### src/rtl/chip_config_loader.sv
// Frame controller ahead of the chip bit serializer: freezes a host-written shadow configuration and clocks it out as one frame.
// Optional macro CFG_LOADER_READBACK_EN adds a combinational shadow readback port (rd_node/rd_data).
module chip_config_loader #(
  parameter int BIT_CHIP = 6,
  parameter int NODE     = 16,
  parameter int DIV_HALF = 4,
  parameter int LOAD_LEN = 2
) (
  input  logic                        clk_main,
  input  logic                        clr,
  input  logic                        wr_en,
  input  logic [$clog2(NODE)-1:0]     wr_node,
  input  logic [BIT_CHIP-1:0]         wr_data,
  input  logic                        start,
  output logic [BIT_CHIP*NODE-1:0]    array_to_chip,
  output logic                        clk_data,
  output logic                        load_chip,
  output logic                        busy,
  output logic                        done
`ifdef CFG_LOADER_READBACK_EN
  ,
  input  logic [$clog2(NODE)-1:0]     rd_node,
  output logic [BIT_CHIP-1:0]         rd_data
`endif
);

  localparam int N  = BIT_CHIP * NODE;
  localparam int EW = $clog2(N + 1);
  localparam int HW = $clog2(DIV_HALF);
  localparam int LW = $clog2(LOAD_LEN + 1);

  localparam logic [EW-1:0] EDGE_MAX = EW'(N);
  localparam logic [HW-1:0] HALF_MAX = HW'(DIV_HALF - 1);
  localparam logic [LW-1:0] LOAD_MAX = LW'(LOAD_LEN - 1);

  typedef enum logic [2:0] {IDLE, LO, HI, LOAD, DONE} state_t;

  state_t            state, state_nxt;
  logic [HW-1:0]     half_cnt, half_cnt_nxt;
  logic [EW-1:0]     edge_cnt, edge_cnt_nxt;
  logic [LW-1:0]     load_cnt, load_cnt_nxt;
  logic              capture;

  logic [BIT_CHIP-1:0] shadow_mem [NODE];
  logic [N-1:0]        shadow_flat;

  // Shadow words are kept in host bit order; writes to nonexistent nodes are dropped.
  always_ff @(posedge clk_main or posedge clr) begin
    if (clr) begin
      for (int k = 0; k < NODE; k++) shadow_mem[k] <= '0;
    end else if (wr_en && (32'(wr_node) < NODE)) begin
      shadow_mem[wr_node] <= wr_data;
    end
  end

  // Node 0's MSB maps to frame index 0 so it is serialized first.
  for (genvar k = 0; k < NODE; k++) begin : g_node
    for (genvar b = 0; b < BIT_CHIP; b++) begin : g_bit
      assign shadow_flat[k*BIT_CHIP + BIT_CHIP-1-b] = shadow_mem[k][b];
    end
  end

`ifdef CFG_LOADER_READBACK_EN
  always_comb begin
    rd_data = '0;
    if (32'(rd_node) < NODE) rd_data = shadow_mem[rd_node];
  end
`endif

  always_comb begin
    state_nxt    = state;
    half_cnt_nxt = half_cnt;
    edge_cnt_nxt = edge_cnt;
    load_cnt_nxt = load_cnt;
    capture      = 1'b0;
    case (state)
      IDLE: begin
        if (start) begin
          capture      = 1'b1;
          state_nxt    = LO;
          half_cnt_nxt = '0;
          edge_cnt_nxt = '0;
        end
      end
      LO: begin
        if (half_cnt == HALF_MAX) begin
          half_cnt_nxt = '0;
          // A trailing low phase follows the last fall before the latch strobe.
          if (edge_cnt < EDGE_MAX) begin
            state_nxt    = HI;
            edge_cnt_nxt = edge_cnt + EW'(1);
          end else begin
            state_nxt    = LOAD;
            load_cnt_nxt = '0;
          end
        end else begin
          half_cnt_nxt = half_cnt + HW'(1);
        end
      end
      HI: begin
        if (half_cnt == HALF_MAX) begin
          half_cnt_nxt = '0;
          state_nxt    = LO;
        end else begin
          half_cnt_nxt = half_cnt + HW'(1);
        end
      end
      LOAD: begin
        if (load_cnt == LOAD_MAX) state_nxt = DONE;
        else load_cnt_nxt = load_cnt + LW'(1);
      end
      DONE:    state_nxt = IDLE;
      default: state_nxt = IDLE;
    endcase
  end

  // Outputs are registered from the next state so they line up with the state they describe.
  always_ff @(posedge clk_main or posedge clr) begin
    if (clr) begin
      state         <= IDLE;
      half_cnt      <= '0;
      edge_cnt      <= '0;
      load_cnt      <= '0;
      array_to_chip <= '0;
      clk_data      <= 1'b0;
      load_chip     <= 1'b0;
      busy          <= 1'b0;
      done          <= 1'b0;
    end else begin
      state     <= state_nxt;
      half_cnt  <= half_cnt_nxt;
      edge_cnt  <= edge_cnt_nxt;
      load_cnt  <= load_cnt_nxt;
      if (capture) array_to_chip <= shadow_flat;
      clk_data  <= (state_nxt == HI);
      load_chip <= (state_nxt == LOAD);
      busy      <= (state_nxt != IDLE);
      done      <= (state_nxt == DONE);
    end
  end

endmodule

### config.mk
export PLATFORM = sky130hd
export DESIGN_NAME = chip_config_loader
export DESIGN_NICKNAME = d
export VERILOG_FILES = /design/src/rtl/chip_config_loader.sv
export SDC_FILE = /design/constraint.sdc
export NUM_CORES = 1
export LEC_CHECK = 0
export ABC_CLOCK_PERIOD_IN_PS = 8000
export BUFFER_PORTS_ARGS = -buffer_cell sky130_fd_sc_hd__buf_2
export CORE_MARGIN = 3
export CORE_UTILIZATION = 57
export DETAILED_ROUTE_END_ITERATION = 10
export GPL_TIMING_DRIVEN = 0
export HOLD_SLACK_MARGIN = 0.15
export MAX_ROUTING_LAYER = met4
export PLACE_DENSITY = 0.88
export SETUP_SLACK_MARGIN = 0.4
export SYNTH_ARGS = -nofsm -noshare
export SYNTH_HDL_FRONTEND = slang
export SYNTH_SLANG_ARGS = --single-unit
### constraint.sdc
create_clock -name clk_main -period 8 [get_ports clk_main]
set_clock_uncertainty 0.15 [all_clocks]
set_input_delay 0 -clock clk_main [delete_from_list [all_inputs] [get_ports clk_main]]
set_output_delay 0 -clock clk_main [all_outputs]
set_load 0.02 [all_outputs]
==> impl_metrics.env <==
export IMPL_placed_cells=1031
export IMPL_avgRoutedWirePerCell_um=17.5
export IMPL_areaGrowthSynthToFinish_pct=21.2
export IMPL_hold_path_class="in -> reg"
export IMPL_hpwl_um=12100
export IMPL_fmax_mhz=364
export IMPL_clk_latency_ns=0.49
export IMPL_clkPwrFrac_pct=27.0
export IMPL_min_to="half_cnt[0]$_DFFE_PP0P_"
export IMPL_fin_cells=1088
export IMPL_slew_headroom_pct=47.4
export IMPL_synth_main_ff_cell="dfrtp_1"
export IMPL_clockBufferDepth=3
export IMPL_combPwrFrac_pct=31.4
export IMPL_p_leak_uw=0.00525
export IMPL_cts_resized=0
export IMPL_finalCriticalPeriod_ns=2.75
export IMPL_syn_num_nets=755
export IMPL_pwr_density_cell_nw_per_um2=384
export IMPL_place_area_um2=9130
export IMPL_finalSetupTns_ns=0
export IMPL_async_flop_share_pct=100
export IMPL_worstSetupPathType="in -> reg"
export IMPL_antenna_found_initial=0
export IMPL_p_int_uw=2490
export IMPL_firstDrtPassIters=4
export IMPL_worst_pin_slew_ns=0.789
export IMPL_grt_overflow=0
export IMPL_vdd_drop_max_mv=0.208
export IMPL_io_pins=114
export IMPL_seqPwrFrac_pct=41.6
export IMPL_synthDistinctLibCells=39
export IMPL_worstHoldStart="start"
export IMPL_outcome="complete, no violations"
export IMPL_grt_usage_pct=24.5
export IMPL_nets=912
export IMPL_endpoint_kind="flop"
export IMPL_clkTransAtPathRegs_ns=0.06
export IMPL_drt_first_iter_violations=403
export IMPL_totalWireLength_um=19000
export IMPL_port_buffers=113
export IMPL_rr_worst_depth=6
export IMPL_hold_depth=5
export IMPL_netlist_area_um2=8310
export IMPL_synth_seq_area_share_pct=63.3
export IMPL_vias=5815
export IMPL_grt_pass1_vias=6007
export IMPL_cts_sinks=210
export IMPL_htreeDepth=1
export IMPL_ant_nets=0
export IMPL_r2r_slack_ns=6.10
export IMPL_utilization_pct=71.7
export IMPL_maxSlewViolCount=0
export IMPL_drc=0
export IMPL_gp_congestion=0.795
export IMPL_startpoint_type="primary input"
export IMPL_antenna_cells=0
export IMPL_start_util_pct=59.2
export IMPL_r2r_start="state[0]$_DFF_PP0_"
export IMPL_rows=43
export IMPL_rr_endpoint="array_to_chip[11]$_DFFE_PP0P_"
export IMPL_final_hold_viol_count=0
export IMPL_ys_seq_elements=210
export IMPL_fin_crit_sh_pct=34.4
export IMPL_synth_cells=737
export IMPL_arrival_ns=2.98
export IMPL_grt_setup_unrepaired="false"
export IMPL_dieArea_um2=16100
export IMPL_design_area_um2=10100
export IMPL_cp_max_fo=6
export IMPL_synth_edf_count=0
export IMPL_required_ns=8.23
export IMPL_clockRootBuffer="clkbuf_16"
export IMPL_cts_made_buffers=21
export IMPL_syn_area_per_cell_um2=11.3
export IMPL_die_width_um=127
export IMPL_setup_viol=0
export IMPL_layout_drive_gt1_share_pct=30.1
export IMPL_grt_first_pass_wirelength_um=30700
export IMPL_switchingPower_uw=1370
export IMPL_vias_per_cell=5.34
export IMPL_grt_max_degree=108
export IMPL_synth_warnings=0
export IMPL_cts_tree="done"
export IMPL_drv_cap=0
export IMPL_swShare_pct=35.6
export IMPL_die_y_um=127
export IMPL_core_area_um2=14000
worst max path at each step:
stage | startpoint | endpoint | slack [ns] | cells past startpoint
finish | wr_node[3] | shadow_flat[32]$_DFFE_PP0P_ | 5.25 | 7
global route | wr_node[3] | shadow_flat[32]$_DFFE_PP0P_ | 5.21 | 7
CTS | wr_node[3] | shadow_flat[32]$_DFFE_PP0P_ | 5.31 | 7
detailed placement | state[1]$_DFF_PP0_ | array_to_chip[11]$_DFFE_PP0P_ | 6.09 | 7
global placement | clr | array_to_chip[77]$_DFFE_PP0P_ | 0.05 | 2
floorplan | clr | array_to_chip[0]$_DFFE_PP0P_ | 2.11 | 1
layout by cell type, fill, tap and decap left out, types with 2 or more instances in the layout:
cell / synthesis / layout
o41ai_1: 2 / 2
buf_2: 19 / 132
nor2_1: 16 / 16
nand3b_1: 2 / 2
a21oi_1: 10 / 10
nand4_1: 3 / 3
clkbuf_16: 0 / 21
clkinv_2: 0 / 3
nand2b_1: 6 / 6
buf_4: 2 / 2
clkbuf_1: 13 / 17
o21ai_0: 11 / 11
nand3_1: 4 / 4
mux2i_1: 2 / 2
o31ai_1: 3 / 3
a21o_1: 2 / 2
nor2b_1: 3 / 3
mux2_4: 12 / 12
dfrtp_1: 210 / 210
bufinv_16: 0 / 4
or3_1: 4 / 4
nor3_1: 2 / 2
mux2_2: 85 / 85
buf_6: 4 / 4
clkbuf_8: 0 / 3
ha_1: 4 / 4
inv_1: 6 / 5
dlygate4sd3_1: 0 / 20
nand2_1: 297 / 297
cell usage after synthesis, types with 6 or more instances:
| cell type | number | area [µm²] |
|---|---|---|
| mux2_4 | 12 | 180 |
| dfrtp_1 | 210 | 5260 |
| a21oi_1 | 10 | 50.1 |
| buf_2 | 19 | 95.1 |
| mux2_2 | 85 | 957 |
| nor2_1 | 16 | 60.1 |
| inv_1 | 6 | 22.5 |
| clkbuf_1 | 13 | 48.8 |
| nand2b_1 | 6 | 37.5 |
| o21ai_0 | 11 | 55.1 |
| nand2_1 | 297 | 1110 |
cells by family (layout without fill, tap and decap cells):
family	count (synthesis)	in the layout	share of synthesized area, %
simple gates	344	344	16.7
flops	210	210	63.3
mux	99	99	13.9
buf+inv	44	215	2.73
compound gates	35	35	2.64
fa+ha+maj	4	4	0.602
xor+xnor	1	1	0.105
sequential cells by signal, indices dropped and copies added, names as in the netlist:
signal,cells
array_to_chip,96
load_chip,1
clk_data,1
half_cnt,2
edge_cnt,7
busy,1
state,3
load_cnt,2
done,1
shadow_flat,96
power groups by stage:
stage	Combinational [µW]	Clock [µW]	Sequential, µW
2_1_floorplan	566	0	1830
3_3_place_gp	1150	0	1600
3_5_place_dp	1200	0	1620
4_1_cts	1220	1050	1610
5_1_grt	1330	1100	1650
6_report	1210	1040	1610
critical path: stages:
cell and delay (ns):
dlygate4sd3_1 0.55, buf_2 0.15, nand3b_1 0.16, dlygate4sd3_1 0.61, nor2_1 0.55, mux2_2 0.40
dlygate4sd3_1 0.55
final cells by class:
| class | instances | area [µm²] |
|---|---|---|
| clock buffers | 28 | 582 |
| multi-input cells | 483 | 2830 |
| plain buffers | 38 | 204 |
| inverters | 6 | 30.0 |
| flip-flops and latches | 210 | 5260 |
| repair buffers | 134 | 793 |
| fillers | 939 | 3980 |
| well taps | 180 | 225 |
| clock inverters | 9 | 151 |
per-layer routing:
layer	routed length [µm]	vias up	GRT usage (%)
met5	0	-	-
met4	450	0	7.13
met3	941	32	4.13
met2	9430	159	39.3
met1	8220	2916	32.5
li1	-	2708	-
stage by stage:
step | setup WS (ns) | hold slack [ns] | total power, µW
finish | 5.25 | 0.266 | 3860
global route | 5.21 | 0.285 | 4070
CTS | 5.31 | 0.243 | 3880
detailed placement | 6.09 | 0.0415 | 2820
global placement | 0.0450 | 0.215 | 2760
floorplan | 2.11 | 0.00157 | 2400
timing repair:
action | CTS | global route
setup endpoints to repair | 0 | 0
buffers inserted | 0 | 0
hold buffers | 20 | 0
hold endpoints to repair | 315 | 0
Note: power is estimated with default switching activity, not from simulation.
